`src/rtl/regfile_sb_if.sv`:
```
// regfile_sb_if: read, issue and write-back signals between the core pipeline and regfile_sb.
interface regfile_sb_if #(
    parameter int XLEN = 32,
    parameter int ADDR_W = 5
);
    logic [ADDR_W-1:0] rs1_addr;
    logic [ADDR_W-1:0] rs2_addr;
    logic [XLEN-1:0] rs1_rdata;
    logic [XLEN-1:0] rs2_rdata;
    logic rs1_busy;
    logic rs2_busy;
    logic issue_valid;
    logic [ADDR_W-1:0] issue_rd;
    logic wb_valid;
    logic [ADDR_W-1:0] wb_rd;
    logic [XLEN-1:0] wb_data;
    logic flush;
    logic [ADDR_W:0] pending_cnt;

    modport master (
        output rs1_addr, rs2_addr, issue_valid, issue_rd, wb_valid, wb_rd, wb_data, flush,
        input rs1_rdata, rs2_rdata, rs1_busy, rs2_busy, pending_cnt
    );

    modport slave (
        input rs1_addr, rs2_addr, issue_valid, issue_rd, wb_valid, wb_rd, wb_data, flush,
        output rs1_rdata, rs2_rdata, rs1_busy, rs2_busy, pending_cnt
    );
endinterface

```
`src/rtl/regfile_sb.sv`:
```
// regfile_sb: register file with per-register pending-write scoreboard and optional write-back bypass.
module regfile_sb #(
    parameter int XLEN = 32,
    parameter int NREGS = 32,
    parameter int ADDR_W = 5,
    parameter bit BYPASS = 1'b1,
    parameter bit ZERO_REG = 1'b1
) (
    input logic clk,
    input logic rst_n,
    regfile_sb_if.slave bus
);
    logic [XLEN-1:0] regs [NREGS];
    logic [NREGS-1:0] sb;
    logic [NREGS-1:0] sb_next;
    logic we;
    logic z1;
    logic z2;
    logic hit1;
    logic hit2;

    assign we = bus.wb_valid && !(ZERO_REG && bus.wb_rd == '0);
    assign z1 = ZERO_REG && bus.rs1_addr == '0;
    assign z2 = ZERO_REG && bus.rs2_addr == '0;
    // bypass is gated by reset so reads stay zero while rst_n is low
    assign hit1 = BYPASS && rst_n && bus.wb_valid && bus.wb_rd == bus.rs1_addr;
    assign hit2 = BYPASS && rst_n && bus.wb_valid && bus.wb_rd == bus.rs2_addr;

    assign bus.rs1_rdata = z1 ? '0 : hit1 ? bus.wb_data : regs[bus.rs1_addr];
    assign bus.rs2_rdata = z2 ? '0 : hit2 ? bus.wb_data : regs[bus.rs2_addr];
    assign bus.rs1_busy = !z1 && !hit1 && sb[bus.rs1_addr];
    assign bus.rs2_busy = !z2 && !hit2 && sb[bus.rs2_addr];

    // clear before set, so an issue to the write-back target leaves the new producer pending
    always_comb begin
        sb_next = sb;
        if (bus.wb_valid) sb_next[bus.wb_rd] = 1'b0;
        if (bus.issue_valid) sb_next[bus.issue_rd] = 1'b1;
        if (bus.flush) sb_next = '0;
        if (ZERO_REG) sb_next[0] = 1'b0;
    end

    always_ff @(posedge clk or negedge rst_n) begin
        if (!rst_n) begin
            for (int i = 0; i < NREGS; i++) regs[i] <= '0;
            sb <= '0;
            bus.pending_cnt <= '0;
        end else begin
            if (we) regs[bus.wb_rd] <= bus.wb_data;
            sb <= sb_next;
            bus.pending_cnt <= (ADDR_W + 1)'($countones(sb));
        end
    end
endmodule

```
`src/flat_wrapper.sv`:
```
// flat-port wrapper written by rule: the top's interface ports become plain ports
module regfile_sb_flat 
#(
    parameter int XLEN = 32,
    parameter int NREGS = 32,
    parameter int ADDR_W = 5,
    parameter bit BYPASS = 1'b1,
    parameter bit ZERO_REG = 1'b1
)
  (clk, rst_n, bus_rs1_addr, bus_rs2_addr, bus_issue_valid, bus_issue_rd, bus_wb_valid, bus_wb_rd, bus_wb_data, bus_flush, bus_rs1_rdata, bus_rs2_rdata, bus_rs1_busy, bus_rs2_busy, bus_pending_cnt);
  regfile_sb_if #(.XLEN(XLEN), .ADDR_W(ADDR_W)) bus_i ();
  input logic clk;
  input logic rst_n;
  input wire logic [$bits(bus_i.rs1_addr)-1:0] bus_rs1_addr;
  input wire logic [$bits(bus_i.rs2_addr)-1:0] bus_rs2_addr;
  input wire logic [$bits(bus_i.issue_valid)-1:0] bus_issue_valid;
  input wire logic [$bits(bus_i.issue_rd)-1:0] bus_issue_rd;
  input wire logic [$bits(bus_i.wb_valid)-1:0] bus_wb_valid;
  input wire logic [$bits(bus_i.wb_rd)-1:0] bus_wb_rd;
  input wire logic [$bits(bus_i.wb_data)-1:0] bus_wb_data;
  input wire logic [$bits(bus_i.flush)-1:0] bus_flush;
  output wire logic [$bits(bus_i.rs1_rdata)-1:0] bus_rs1_rdata;
  output wire logic [$bits(bus_i.rs2_rdata)-1:0] bus_rs2_rdata;
  output wire logic [$bits(bus_i.rs1_busy)-1:0] bus_rs1_busy;
  output wire logic [$bits(bus_i.rs2_busy)-1:0] bus_rs2_busy;
  output wire logic [$bits(bus_i.pending_cnt)-1:0] bus_pending_cnt;
  assign bus_i.rs1_addr = bus_rs1_addr;
  assign bus_i.rs2_addr = bus_rs2_addr;
  assign bus_i.issue_valid = bus_issue_valid;
  assign bus_i.issue_rd = bus_issue_rd;
  assign bus_i.wb_valid = bus_wb_valid;
  assign bus_i.wb_rd = bus_wb_rd;
  assign bus_i.wb_data = bus_wb_data;
  assign bus_i.flush = bus_flush;
  assign bus_rs1_rdata = bus_i.rs1_rdata;
  assign bus_rs2_rdata = bus_i.rs2_rdata;
  assign bus_rs1_busy = bus_i.rs1_busy;
  assign bus_rs2_busy = bus_i.rs2_busy;
  assign bus_pending_cnt = bus_i.pending_cnt;
  regfile_sb #(.XLEN(XLEN), .NREGS(NREGS), .ADDR_W(ADDR_W), .BYPASS(BYPASS), .ZERO_REG(ZERO_REG)) u_core (.clk(clk), .rst_n(rst_n), .bus(bus_i));
endmodule
```
`config.mk`:
```
export PLATFORM = sky130hd
export DESIGN_NAME = regfile_sb_flat
export DESIGN_NICKNAME = d
export VERILOG_FILES = /design/src/rtl/regfile_sb_if.sv /design/src/rtl/regfile_sb.sv /design/src/flat_wrapper.sv
export SDC_FILE = /design/constraint.sdc
export NUM_CORES = 2
export LEC_CHECK = 0
export CAP_MARGIN = 20
export CORE_MARGIN = 2
export CORE_UTILIZATION = 34
export CTS_BUF_LIST = sky130_fd_sc_hd__clkbuf_8
export DETAILED_ROUTE_END_ITERATION = 10
export DONT_BUFFER_PORTS = 1
export SYNTH_ARGS = -nofsm -noshare
export SYNTH_HDL_FRONTEND = slang
export SYNTH_SLANG_ARGS = --single-unit
```
`constraint.sdc`:
```
create_clock -name clk -period 4.88 [get_ports clk]
set_input_delay 1.464 -clock clk [delete_from_list [all_inputs] [get_ports clk]]
set_output_delay 1.464 -clock clk [all_outputs]
set_load 0.05 [all_outputs]
```
==> impl_metrics.json <==
{
  "yosys_warnings": 0,
  "final_antenna_net_count": 0,
  "setup_slack_ps": -525,
  "wirelength_mm": 189,
  "vias_per_cell": 5.99,
  "reg2reg_from": "u_core.sb[3]",
  "dp_hpwl_mm": 100,
  "die_h_um": 417,
  "synth_ff_type": "dfrtp_1",
  "fin_crit_ps": 5400,
  "failed_checks": "negative setup slack",
  "final_max_slew_viol_count": 0,
  "mappedNetlistArea_um2": 58000,
  "h-tree-depth": 4,
  "drc_errors": 0,
  "wire_per_inst_um": 29.8,
  "fp.dieArea_um2": 174000,
  "hold_viol": 0,
  "holdPathEnd": "u_core.regs[993]",
  "seq_area_frac_synth_pct": 45.8,
  "multiInputGateArea_um2": 29900,
  "cts-root-buf": "clkbuf_8",
  "dieWidth_um": 417,
  "crit_required_ps": 3420,
  "tightest_slew_ps": 1170,
  "ff2ff_path_depth": 17,
  "cp.arrival_ps": 3940,
  "seq_area_um2": 26600,
  "yosys-top-cells-area": "dfrtp_1 (46%), mux2_2 (19%), mux4_2 (16%), mux2i_1 (4.8%), clkbuf_1 (1.7%)",
  "synth_edf_count": 0,
  "r2r_slack_ps": 220,
  "drive_gt1_share_pct": 49.0,
  "vias": 37994,
  "cp_max_fo": 318,
  "n_fill_cell": 15618,
  "final_util_pct": 38.9,
  "worstSetupPathType": "in2out",
  "status": "finished with violations",
  "clock_sinks": 1061,
  "cts.path.max_buffers": 3,
  "yosysTopAreaCellShare_pct": 45.8,
  "hold_start": "u_core.regs[993]",
  "synth.distinct_cells": 58,
  "r2r-end": "u_core.bus.pending_cnt[4]",
  "design.core.area_um2": 169000,
  "hold_class": "reg2reg",
  "hold_path_depth": 0,
  "drt_iter0_markers": 3410,
  "gp_congestion": 0.799,
  "pre_cts_slack_ps": -314,
  "syn_to_final_growth_pct": 13.8,
  "crit_path_end_kind": "output port",
  "antenna_found_initial": 2,
  "fp-row-count": 151,
  "fin_skew_ps": 10.0,
  "worstSetupStartpointType": "input port",
  "grt_setup_unrepaired": "yes",
  "cts_tree": "built",
  "grt_start_max_net_pins": 331,
  "clk_pin_slew_ps": 50,
  "layout.nets": 4110,
  "powerDensity_nw_per_um2": 374,
  "grt_first_pass_wirelength_mm": 274,
  "ys_seq_elements": 1061,
  "drt_pass1_iterations": 5,
  "syn_avg_cell_area_um2": 14.3,
  "syn-num-nets": 4161,
  "synthCells": 4056,
  "ios": 129,
  "irDropWorstVdd_mv": 0.226,
  "p_leak_nw": 28.5,
  "max_freq_ghz": 0.185,
  "grt_pass1_vias": 38419,
  "setup_viol": 66,
  "port_buffers": 0,
  "synthArstFlopShare_pct": 100,
  "cts_buffers": 174,
  "slew_headroom_pct": 22.1,
  "grt_overflow_total": 0,
  "period_share_pct": 111,
  "hold_buffers": 0,
  "clock_latency_ps": 920,
  "drv_cap": 0,
  "start_util_pct": 34.2,
  "grtUsageTotal_pct": 21.4,
  "synth_top_cell_by_area": "dfrtp_1"
}
==> worst max path at each step <==
stage / from / to / cells past startpoint
floorplan: bus_rs2_addr[1] / bus_rs2_rdata[23] / 10
global placement: bus_rs2_addr[0] / bus_rs2_rdata[18] / 7
detailed placement: bus_rs2_addr[0] / bus_rs2_rdata[18] / 7
CTS: bus_rs2_addr[0] / bus_rs2_rdata[20] / 8
global route: bus_rs2_addr[0] / bus_rs2_rdata[25] / 7
finish: bus_rs2_addr[0] / bus_rs2_rdata[25] / 7
==> through the flow <==
stage / instance area [um^2] / hold WS [ps] / power, mW / TNS (ps) / std cells
6_report: 66000 / 393 / 24.7 / -20840 / 6342
3_3_place_gp: 61800 / 377 / 16.7 / -6920 / 6025
4_1_cts: 65400 / 396 / 24.7 / -6200 / 6327
3_5_place_dp: 61800 / 383 / 16.9 / -6930 / 6025
2_1_floorplan: 58000 / 441 / 15.5 / 0 / 4056
5_1_grt: 66000 / 409 / 25.7 / -5540 / 6342
==> worst max-delay path, cell delays in order <==
cell and delay, ps:
mux4_2 840, nor2b_1 150, a211oi_1 220, buf_4 160, a211oi_1 50, a211o_1 340
buf_12 170
==> metal layers <==
layer	wire length [um]	global-route usage, %
met1	79200	28.5
met2	89800	34.2
met3	12800	3.98
met4	7420	9.14
met5	0	0
==> kinds of logic (layout without fill, tap and decap cells) <==
| logic type | count (synthesis) | in the layout | synth area share, % |
|---|---|---|---|
| multiplexers | 1685 | 1685 | 40.0 |
| flip-flops | 1061 | 1061 | 45.8 |
| AO/OA/AOI/OAI | 525 | 525 | 6.74 |
| buffers and inverters | 502 | 569 | 3.87 |
| AND/OR/NAND/NOR | 222 | 222 | 2.02 |
| adder cells (fa/ha/maj) | 48 | 48 | 1.36 |
| XOR/XNOR | 13 | 13 | 0.196 |
| other | 0 | 1 | 0 |
==> synth_stat cells (all sizes together), types with 2 or more instances <==
library cell and count:
dfrtp 1061, a22o 21, o32ai 2, a221o 28
ha 23, buf 195, nand3 5, a221oi 47
nand2b 8, a21oi 96, nor4 6, nand2 64
nor3 19, xor2 5, o21bai 15, nor3b 15
mux4 407, a211o 5, inv 48, mux2i 276
clkbuf 259, nand3b 8, fa 25, a211oi 71
xnor2 8, and3 3, a22oi 117, nor2 45
or4 2, mux2 1002, nor2b 32, o221ai 31
or2 2, a32o 12, and2 4, o211ai 5
a21o 2, o22ai 41, o21ai 29, or3b 3
and3b 4
==> flip-flops by register name, indices dropped and copies added, names as in the netlist <==
register                cells
u_core.sb                  31
u_core.bus.pending_cnt      6
u_core.regs              1024
==> placed cells by master, fill, tap and decap left out, types with 16 or more instances in the layout <==
cell | synthesis | routed
a211oi_1 | 52 | 46
a211oi_2 | 19 | 25
a21oi_1 | 96 | 80
a221o_1 | 28 | 25
a221oi_1 | 47 | 45
a22o_1 | 21 | 19
a22oi_1 | 117 | 99
a22oi_2 | 0 | 18
buf_12 | 0 | 109
buf_4 | 36 | 97
clkbuf_8 | 0 | 217
clkinv_2 | 0 | 16
dfrtp_1 | 1061 | 1061
fa_1 | 25 | 24
ha_1 | 23 | 23
inv_1 | 48 | 97
mux2_2 | 1002 | 1002
mux2i_1 | 276 | 275
mux4_2 | 407 | 407
nand2_1 | 64 | 48
nor2_1 | 42 | 23
nor2_4 | 1 | 20
nor2b_1 | 32 | 29
o21ai_0 | 27 | 27
o221ai_1 | 31 | 23
o22ai_1 | 41 | 36
==> report_power, final <==
part	switching, mW	total (mW)	leakage (nW)	internal, mW
registers	1.19	11.6	13.6	10.4
clock network	3.77	7.81	1.94	4.03
logic	2.01	5.27	12.9	3.26
==> cell type report <==
| type | instances | share of cell area, % |
|---|---|---|
| Multi-Input combinational cell | 2493 | 45.3 |
| Tap cell | 2218 | 4.20 |
| Inverter | 48 | 0.273 |
| Clock buffer | 217 | 4.52 |
| Antenna cell | 1 | 0.00379 |
| Sequential cell | 1061 | 40.2 |
| Clock inverter | 77 | 0.603 |
| Timing Repair Buffer | 227 | 4.91 |
==> timing repair <==
item,4_1_cts,5_1_grt
setup endpoints to repair,50,63
gates cloned,1,5
resized for setup,34,63
pin swaps,22,36
setup buffers,7,7
Power figures use the tool's default switching activity.
